### src/rtl/keygen_pkg.sv
// Shared definitions for the PUF key-generation sequencer: FSM state
// encoding, result status codes and command mode codes.
package keygen_pkg;

    typedef enum logic [3:0] {
        IDLE,
        MLT_REQ,
        MLT_WAIT,
        MLT_ACK,
        PUF_REQ,
        PUF_WAIT,
        PUF_ACK,
        GJ_REQ,
        GJ_WAIT,
        GJ_ACK,
        CHK_REQ,
        CHK_WAIT,
        CHK_ACK,
        DONE
    } state_t;

    localparam logic [1:0] ST_OK         = 2'd0;
    localparam logic [1:0] ST_CHECK_FAIL = 2'd1;
    localparam logic [1:0] ST_TIMEOUT    = 2'd2;

    localparam logic MODE_ENROLL = 1'b0;
    localparam logic MODE_RECON  = 1'b1;

    // True for the states in which the sequencer is waiting on a unit.
    function automatic logic is_unit_wait(input state_t s);
        return (s == MLT_REQ) || (s == MLT_WAIT) ||
               (s == PUF_REQ) || (s == PUF_WAIT) ||
               (s == GJ_REQ)  || (s == GJ_WAIT)  ||
               (s == CHK_REQ) || (s == CHK_WAIT);
    endfunction

endpackage

### src/rtl/keygen_popcnt.sv
// Hamming weight of a W-bit vector, purely combinational.
module keygen_popcnt
    import keygen_pkg::*;
#(
    parameter int W  = 256,
    parameter int CW = $clog2(W + 1)
) (
    input  logic [W-1:0]  vec,
    output logic [CW-1:0] cnt
);

    // Ripple sum of all bits; the caller registers the result.
    always_comb begin
        cnt = '0;
        for (int i = 0; i < W; i++) begin
            cnt = cnt + CW'(vec[i]);
        end
    end

endmodule

### src/rtl/keygen_seq.sv
// Key-generation sequencer. Drives the matrix-multiply (mlt), PUF and
// Gauss-Jordan (gj) units through their request/response handshakes for
// ENROLL (secret -> helper) and RECONSTRUCT (helper -> secret + check).
// Optional watchdog: define KEYGEN_SEQ_TIMEOUT_EN to abort a flow whose unit
// stalls for 2**TMO_W-1 cycles with status TIMEOUT.
//
// Handshakes: a transfer happens on a rising clk edge where valid and ready
// are both high. cmd: accepted in IDLE only. Unit req: req_valid is held with a
// stable operand until req_ready is seen, then dropped. Unit res: res_valid is
// watched only after the request was accepted; res_ready answers with a single
// one-cycle pulse. Result: res_valid is held with stable data until res_ready.
module keygen_seq
    import keygen_pkg::*;
#(
    parameter int M      = 256,
    parameter int N      = 128,
    parameter int MAXERR = 16,
    parameter int TMO_W  = 20
) (
    input  logic         clk,
    input  logic         rst,
    input  logic         cmd_valid,
    output logic         cmd_ready,
    input  logic         cmd_mode,
    input  logic [N-1:0] secret_in,
    input  logic [M-1:0] helper_in,
    output logic         res_valid,
    input  logic         res_ready,
    output logic [1:0]   res_status,
    output logic [M-1:0] helper_out,
    output logic [N-1:0] secret_out,
    output logic [N-1:0] mlt_x,
    input  logic [M-1:0] mlt_out,
    output logic         mlt_req_valid,
    input  logic         mlt_req_ready,
    input  logic         mlt_res_valid,
    output logic         mlt_res_ready,
    input  logic [M-1:0] puf_e,
    output logic         puf_req_valid,
    input  logic         puf_req_ready,
    input  logic         puf_res_valid,
    output logic         puf_res_ready,
    output logic [M-1:0] gj_x,
    input  logic [N-1:0] gj_s,
    output logic         gj_req_valid,
    input  logic         gj_req_ready,
    input  logic         gj_res_valid,
    output logic         gj_res_ready,
    output state_t       state_dbg
);

    localparam int PW = $clog2(M + 1);
    localparam logic [PW-1:0] MAXERR_C = PW'(MAXERR);

    state_t        state;
    logic          mode_q;
    logic [M-1:0]  b_q;     // enroll: mlt result, then helper after PUF
    logic [M-1:0]  v_q;     // reconstruct: helper, then helper ^ e
    logic [N-1:0]  s_q;     // reconstruct: solver result
    logic [M-1:0]  chk_q;   // reconstruct: A*s ^ v
    logic [PW-1:0] chk_cnt;

    assign state_dbg = state;

    keygen_popcnt #(.W(M), .CW(PW)) u_popcnt (
        .vec (chk_q),
        .cnt (chk_cnt)
    );

`ifdef KEYGEN_SEQ_TIMEOUT_EN
    logic [TMO_W-1:0] tmo_cnt;
    state_t           tmo_state;
    logic             tmo_hit;

    assign tmo_hit = is_unit_wait(state) && (state == tmo_state) && (tmo_cnt == '1);

    // Watchdog restarts whenever the FSM changes state, counts while it waits on a unit.
    always_ff @(posedge clk) begin
        if (!rst) begin
            tmo_cnt   <= '0;
            tmo_state <= IDLE;
        end else begin
            tmo_state <= state;
            if (state != tmo_state) begin
                tmo_cnt <= '0;
            end else if (is_unit_wait(state)) begin
                tmo_cnt <= tmo_cnt + 1'b1;
            end
        end
    end
`else
    logic tmo_w_unused;
    assign tmo_w_unused = (TMO_W > 0);
`endif

    // Main sequencer: every output is registered and updated on state transitions.
    always_ff @(posedge clk) begin
        if (!rst) begin
            state         <= IDLE;
            mode_q        <= MODE_ENROLL;
            cmd_ready     <= 1'b0;
            res_valid     <= 1'b0;
            res_status    <= ST_OK;
            helper_out    <= '0;
            secret_out    <= '0;
            mlt_x         <= '0;
            gj_x          <= '0;
            mlt_req_valid <= 1'b0;
            mlt_res_ready <= 1'b0;
            puf_req_valid <= 1'b0;
            puf_res_ready <= 1'b0;
            gj_req_valid  <= 1'b0;
            gj_res_ready  <= 1'b0;
            b_q           <= '0;
            v_q           <= '0;
            s_q           <= '0;
            chk_q         <= '0;
        end else begin
            case (state)
                IDLE: begin
                    cmd_ready <= 1'b1;
                    if (cmd_valid && cmd_ready) begin
                        cmd_ready  <= 1'b0;
                        mode_q     <= cmd_mode;
                        res_status <= ST_OK;
                        helper_out <= '0;
                        secret_out <= '0;
                        if (cmd_mode == MODE_ENROLL) begin
                            mlt_x         <= secret_in;
                            mlt_req_valid <= 1'b1;
                            state         <= MLT_REQ;
                        end else begin
                            v_q           <= helper_in;
                            puf_req_valid <= 1'b1;
                            state         <= PUF_REQ;
                        end
                    end
                end
                MLT_REQ: begin
                    if (mlt_req_ready) begin
                        mlt_req_valid <= 1'b0;
                        state         <= MLT_WAIT;
                    end
                end
                MLT_WAIT: begin
                    if (mlt_res_valid) begin
                        b_q           <= mlt_out;
                        mlt_res_ready <= 1'b1;
                        state         <= MLT_ACK;
                    end
                end
                MLT_ACK: begin
                    mlt_res_ready <= 1'b0;
                    puf_req_valid <= 1'b1;
                    state         <= PUF_REQ;
                end
                PUF_REQ: begin
                    if (puf_req_ready) begin
                        puf_req_valid <= 1'b0;
                        state         <= PUF_WAIT;
                    end
                end
                PUF_WAIT: begin
                    if (puf_res_valid) begin
                        if (mode_q == MODE_ENROLL) begin
                            b_q <= b_q ^ puf_e;
                        end else begin
                            v_q <= v_q ^ puf_e;
                        end
                        puf_res_ready <= 1'b1;
                        state         <= PUF_ACK;
                    end
                end
                PUF_ACK: begin
                    puf_res_ready <= 1'b0;
                    if (mode_q == MODE_ENROLL) begin
                        helper_out <= b_q;
                        res_status <= ST_OK;
                        res_valid  <= 1'b1;
                        state      <= DONE;
                    end else begin
                        gj_x         <= v_q;
                        gj_req_valid <= 1'b1;
                        state        <= GJ_REQ;
                    end
                end
                GJ_REQ: begin
                    if (gj_req_ready) begin
                        gj_req_valid <= 1'b0;
                        state        <= GJ_WAIT;
                    end
                end
                GJ_WAIT: begin
                    if (gj_res_valid) begin
                        s_q          <= gj_s;
                        gj_res_ready <= 1'b1;
                        state        <= GJ_ACK;
                    end
                end
                GJ_ACK: begin
                    gj_res_ready  <= 1'b0;
                    mlt_x         <= s_q;
                    mlt_req_valid <= 1'b1;
                    state         <= CHK_REQ;
                end
                CHK_REQ: begin
                    if (mlt_req_ready) begin
                        mlt_req_valid <= 1'b0;
                        state         <= CHK_WAIT;
                    end
                end
                CHK_WAIT: begin
                    if (mlt_res_valid) begin
                        chk_q         <= mlt_out ^ v_q;
                        mlt_res_ready <= 1'b1;
                        state         <= CHK_ACK;
                    end
                end
                CHK_ACK: begin
                    // A recovered secret is only released if A*s lands close to v.
                    mlt_res_ready <= 1'b0;
                    res_valid     <= 1'b1;
                    state         <= DONE;
                    if (chk_cnt <= MAXERR_C) begin
                        res_status <= ST_OK;
                        secret_out <= s_q;
                    end else begin
                        res_status <= ST_CHECK_FAIL;
                        secret_out <= '0;
                    end
                end
                DONE: begin
                    if (res_ready) begin
                        res_valid <= 1'b0;
                        cmd_ready <= 1'b1;
                        state     <= IDLE;
                    end
                end
                default: begin
                    state <= IDLE;
                end
            endcase

`ifdef KEYGEN_SEQ_TIMEOUT_EN
            // A stalled unit aborts the flow; this overrides whatever the case chose.
            if (tmo_hit) begin
                mlt_req_valid <= 1'b0;
                mlt_res_ready <= 1'b0;
                puf_req_valid <= 1'b0;
                puf_res_ready <= 1'b0;
                gj_req_valid  <= 1'b0;
                gj_res_ready  <= 1'b0;
                helper_out    <= '0;
                secret_out    <= '0;
                mlt_x         <= '0;
                gj_x          <= '0;
                res_status    <= ST_TIMEOUT;
                res_valid     <= 1'b1;
                state         <= DONE;
            end
`endif
        end
    end

endmodule

### config.mk
export PLATFORM = sky130hd
export DESIGN_NAME = keygen_seq
export DESIGN_NICKNAME = d
export VERILOG_FILES = /design/src/rtl/keygen_pkg.sv /design/src/rtl/keygen_popcnt.sv /design/src/rtl/keygen_seq.sv
export SDC_FILE = /design/constraint.sdc
export NUM_CORES = 2
export LEC_CHECK = 0
export ABC_CLOCK_PERIOD_IN_PS = 13500
export CORE_AREA = 2 2 717 719
export CTS_CLUSTER_SIZE = 30
export DETAILED_ROUTE_END_ITERATION = 16
export DIE_AREA = 0 0 719 721
export PLACE_DENSITY = 0.38
export SLEW_MARGIN = 25
export SYNTH_ARGS = -nofsm -noshare
export SYNTH_HDL_FRONTEND = slang
export SYNTH_HIERARCHICAL = 1
export SYNTH_SLANG_ARGS = --single-unit
### constraint.sdc
create_clock -name clk -period 13.5 [get_ports clk]
set_input_delay 2.7 -clock clk [delete_from_list [all_inputs] [get_ports clk]]
set_output_delay 2.7 -clock clk [all_outputs]
set_load 0.05 [all_outputs]
==> results_dict.tcl <==
set metrics [dict create \
    outcome "finished clean" \
    path_clk_slew_ps 60 \
    synth_fa_ha_area_frac 0.0644 \
    cts-root-buf "clkbuf_16" \
    tightest_slew_ps 1310 \
    power_density_nw_per_um2 154 \
    grt_pass1_vias 76100 \
    drt.antenna.violating_nets 0 \
    drt-initial-drc-count 4894 \
    arrival_ps 10460 \
    ys_warn_count 6 \
    power_uw 17700 \
    yosysSeqAreaShare 0.407 \
    hp-start "gj_x[8]$_SDFFE_PN0P_" \
    wire_per_inst_um 30.9 \
    synth_xor_area_frac 0.0276 \
    die_h_um 721 \
    tns_ps 0 \
    hold_ws_ps 463 \
    period_share 0.715 \
    yosysTopAreaCell "dfxtp_1" \
    synth_flop_cell "dfxtp_1" \
    regArea_um2 33600 \
    synthSimpleGateAreaFrac 0.182 \
    crit_required_ps 14310 \
    drv_slew 0 \
    synth_seq_cells 1678 \
    leakagePower_uw 0.0431 \
    grt_use_total 0.202 \
    synth_compound_area_frac 0.257 \
    fp.dieW_um 719 \
    finalNetCount 12000 \
    synth_top_area_share 0.407 \
    syn_avg_cell_area_um2 8.84 \
    via_count 76100 \
    crit_fanout 128 \
    hpwl_mm 426 \
    synth_cell_types 63 \
    synthTopCellsByArea "dfxtp_1 (41%), nand2_1 (8.2%), fa_1 (5.9%)" \
    r2r-start "chk_q[131]$_SDFFE_PN0P_" \
    whs_path_depth 2 \
    peakVddDrop_mv 0.195 \
    skew_ps 86.6 \
    r2r.worst_path.cells 29 \
    path_common_cell "fa_1" \
    rsz0062_at_grt "false" \
    drt-pass1-iter-count 6 \
    io_buffer_count 1815 \
    drc 0 \
    final_util 0.225 \
    ctsLongestPathBuffers 4 \
    routed_wl_mm 549 \
    synth_mux_area_frac 0.000742 \
    critPathMaxStageDelay_ps 580 \
    grt.overflow.total 0 \
    synth_nets 10700 \
    async_flop_share 0 \
    cts_setup_buffers 0 \
    start_kind "register" \
    clock_sinks 1678 \
    drive_gt1_frac 0.0466 \
    grt_pass1_wl_mm 721 \
    io_pins 1817 \
    setup_viol 0 \
    crit_path_top_delay_cell "fa_1" \
    startpoint "chk_q[131]$_SDFFE_PN0P_" \
    antenna_found_initial 333 \
    gp_congestion 0.853 \
    fmax_mhz 104 \
    crit_type "register to register" \
    synth_edf_count 0 \
    multi_input_area_um2 44100 \
    htree_levels 4 \
    cts.repair.resized 0 \
    fin_crit_ps 9650 \
    end_kind "register" \
    grt_max_degree 190 \
    row_count 263 \
    drv_cap 0 \
    die_area_um2 518000 \
    synthesis.area_um2 82600 \
    finalHoldViolCount 0 \
    cts_hold_buf 0 \
    insertion_delay_ps 960 \
    maxSlewHeadroom 0.127 \
    initial_utilization 0.162 \
    drt-vias-per-instance 4.28 \
    synth_top_family_by_area "compound AO/OA/AOI/OAI gates" \
    area_delta_synth_final_pct 39.5 \
    fill_cells 56300 \
    syn-instance-count 9339 \
    cts_buffers 233 \
    hold_class "register to register" \
    core_um2 511000 \
    cts_tree "yes" \
]
==> layout by cell type, fill, tap and decap left out, drive strengths merged, types with 121 or more instances in the layout <==
cell	n
diode	121
o31a	257
nand2	1808
a21boi	645
clkbuf	355
nand3	132
nor2b	390
dfxtp	1678
o21a	259
clkdlybuf4s50	1806
a211oi	257
a21o	257
xnor2	260
o211a	386
nor2	268
inv	437
nand3b	514
a22oi	385
fa	242
o21ai	264
==> kinds of logic (layout without fill, tap and decap cells) <==
logic type,after synthesis,count (layout)
mux,6,6
flops,1678,1678
other cells,1,122
simple gates,3147,3147
compound gates,2742,2742
fa+ha+maj,280,280
xor+xnor,260,260
buf+inv,1225,2775
==> final timing paths <==
path | slack, ps | endpoint
worst min register to register | 460 | gj_x[8]$_SDFFE_PN0P_
worst max-delay path | 3850 | secret_out[121]$_SDFFE_PN0P_
worst min-delay path | 460 | gj_x[8]$_SDFFE_PN0P_
worst max register to register | 3850 | secret_out[121]$_SDFFE_PN0P_
==> critical path, delay by kind of cell (launching register included) <==
family / cells / cell delay (ps)
AOI/OAI and AO/OA: 5 / 670
adders and majority gates: 12 / 6240
buffers and inverters: 8 / 810
and+or+nand+nor: 4 / 950
DFF: 1 / 330
==> routing by layer <==
| metal | vias up | track usage | wire [um] |
|---|---|---|---|
| met3 | 919 | 0.0625 | 40700 |
| li1 | 35000 | - | - |
| met4 | 130 | 0.0806 | 24100 |
| met2 | 2390 | 0.362 | 275000 |
| met5 | - | 0 | 875 |
| met1 | 37600 | 0.222 | 208000 |
==> where the power goes <==
group | total, uW | internal (uW) | switching [uW]
clock | 6630 | 3880 | 2750
sequential | 5990 | 5430 | 563
combinational | 5100 | 1690 | 3410
==> layout make-up <==
class	count	share of cell area
Timing Repair Buffer	1914	0.166
Tap cell	6757	0.0734
Inverter	429	0.0140
Clock buffer	355	0.0597
Sequential cell	1678	0.292
Clock inverter	77	0.00984
Antenna cell	121	0.00263
Multi-Input combinational cell	6436	0.383
==> sequential cells by signal, summed over array words and instances, names as in the netlist, 4 cells and up <==
signal / count
mlt_x: 128
v_q: 256
gj_x: 256
secret_out: 128
helper_out: 256
state_dbg: 4
s_q: 128
b_q: 256
chk_q: 256
==> through the flow <==
| step | area [um2] | worst slack (ps) | std cells |
|---|---|---|---|
| finish | 115000 | 3850 | 17800 |
| CTS | 115000 | 3940 | 17600 |
| global placement | 107000 | 4120 | 17200 |
| detailed placement | 107000 | 4100 | 17200 |
| global route | 115000 | 3560 | 17700 |
| floorplan | 82600 | 5220 | 9339 |
==> synthesized netlist by cell type (256+ instances only) <==
master and n:
clkbuf_1 467, a211oi_1 257, nand3b_1 514, o21a_1 259, xnor2_1 260, inv_1 429, o211a_1 386, nand2_1 1808
o31a_1 257, nor2b_1 389, a21boi_0 442, dfxtp_1 1678, buf_2 282, nor2_1 267, o21ai_0 256, a22oi_1 385
a21o_1 257
(Power assumes the default switching activity.)
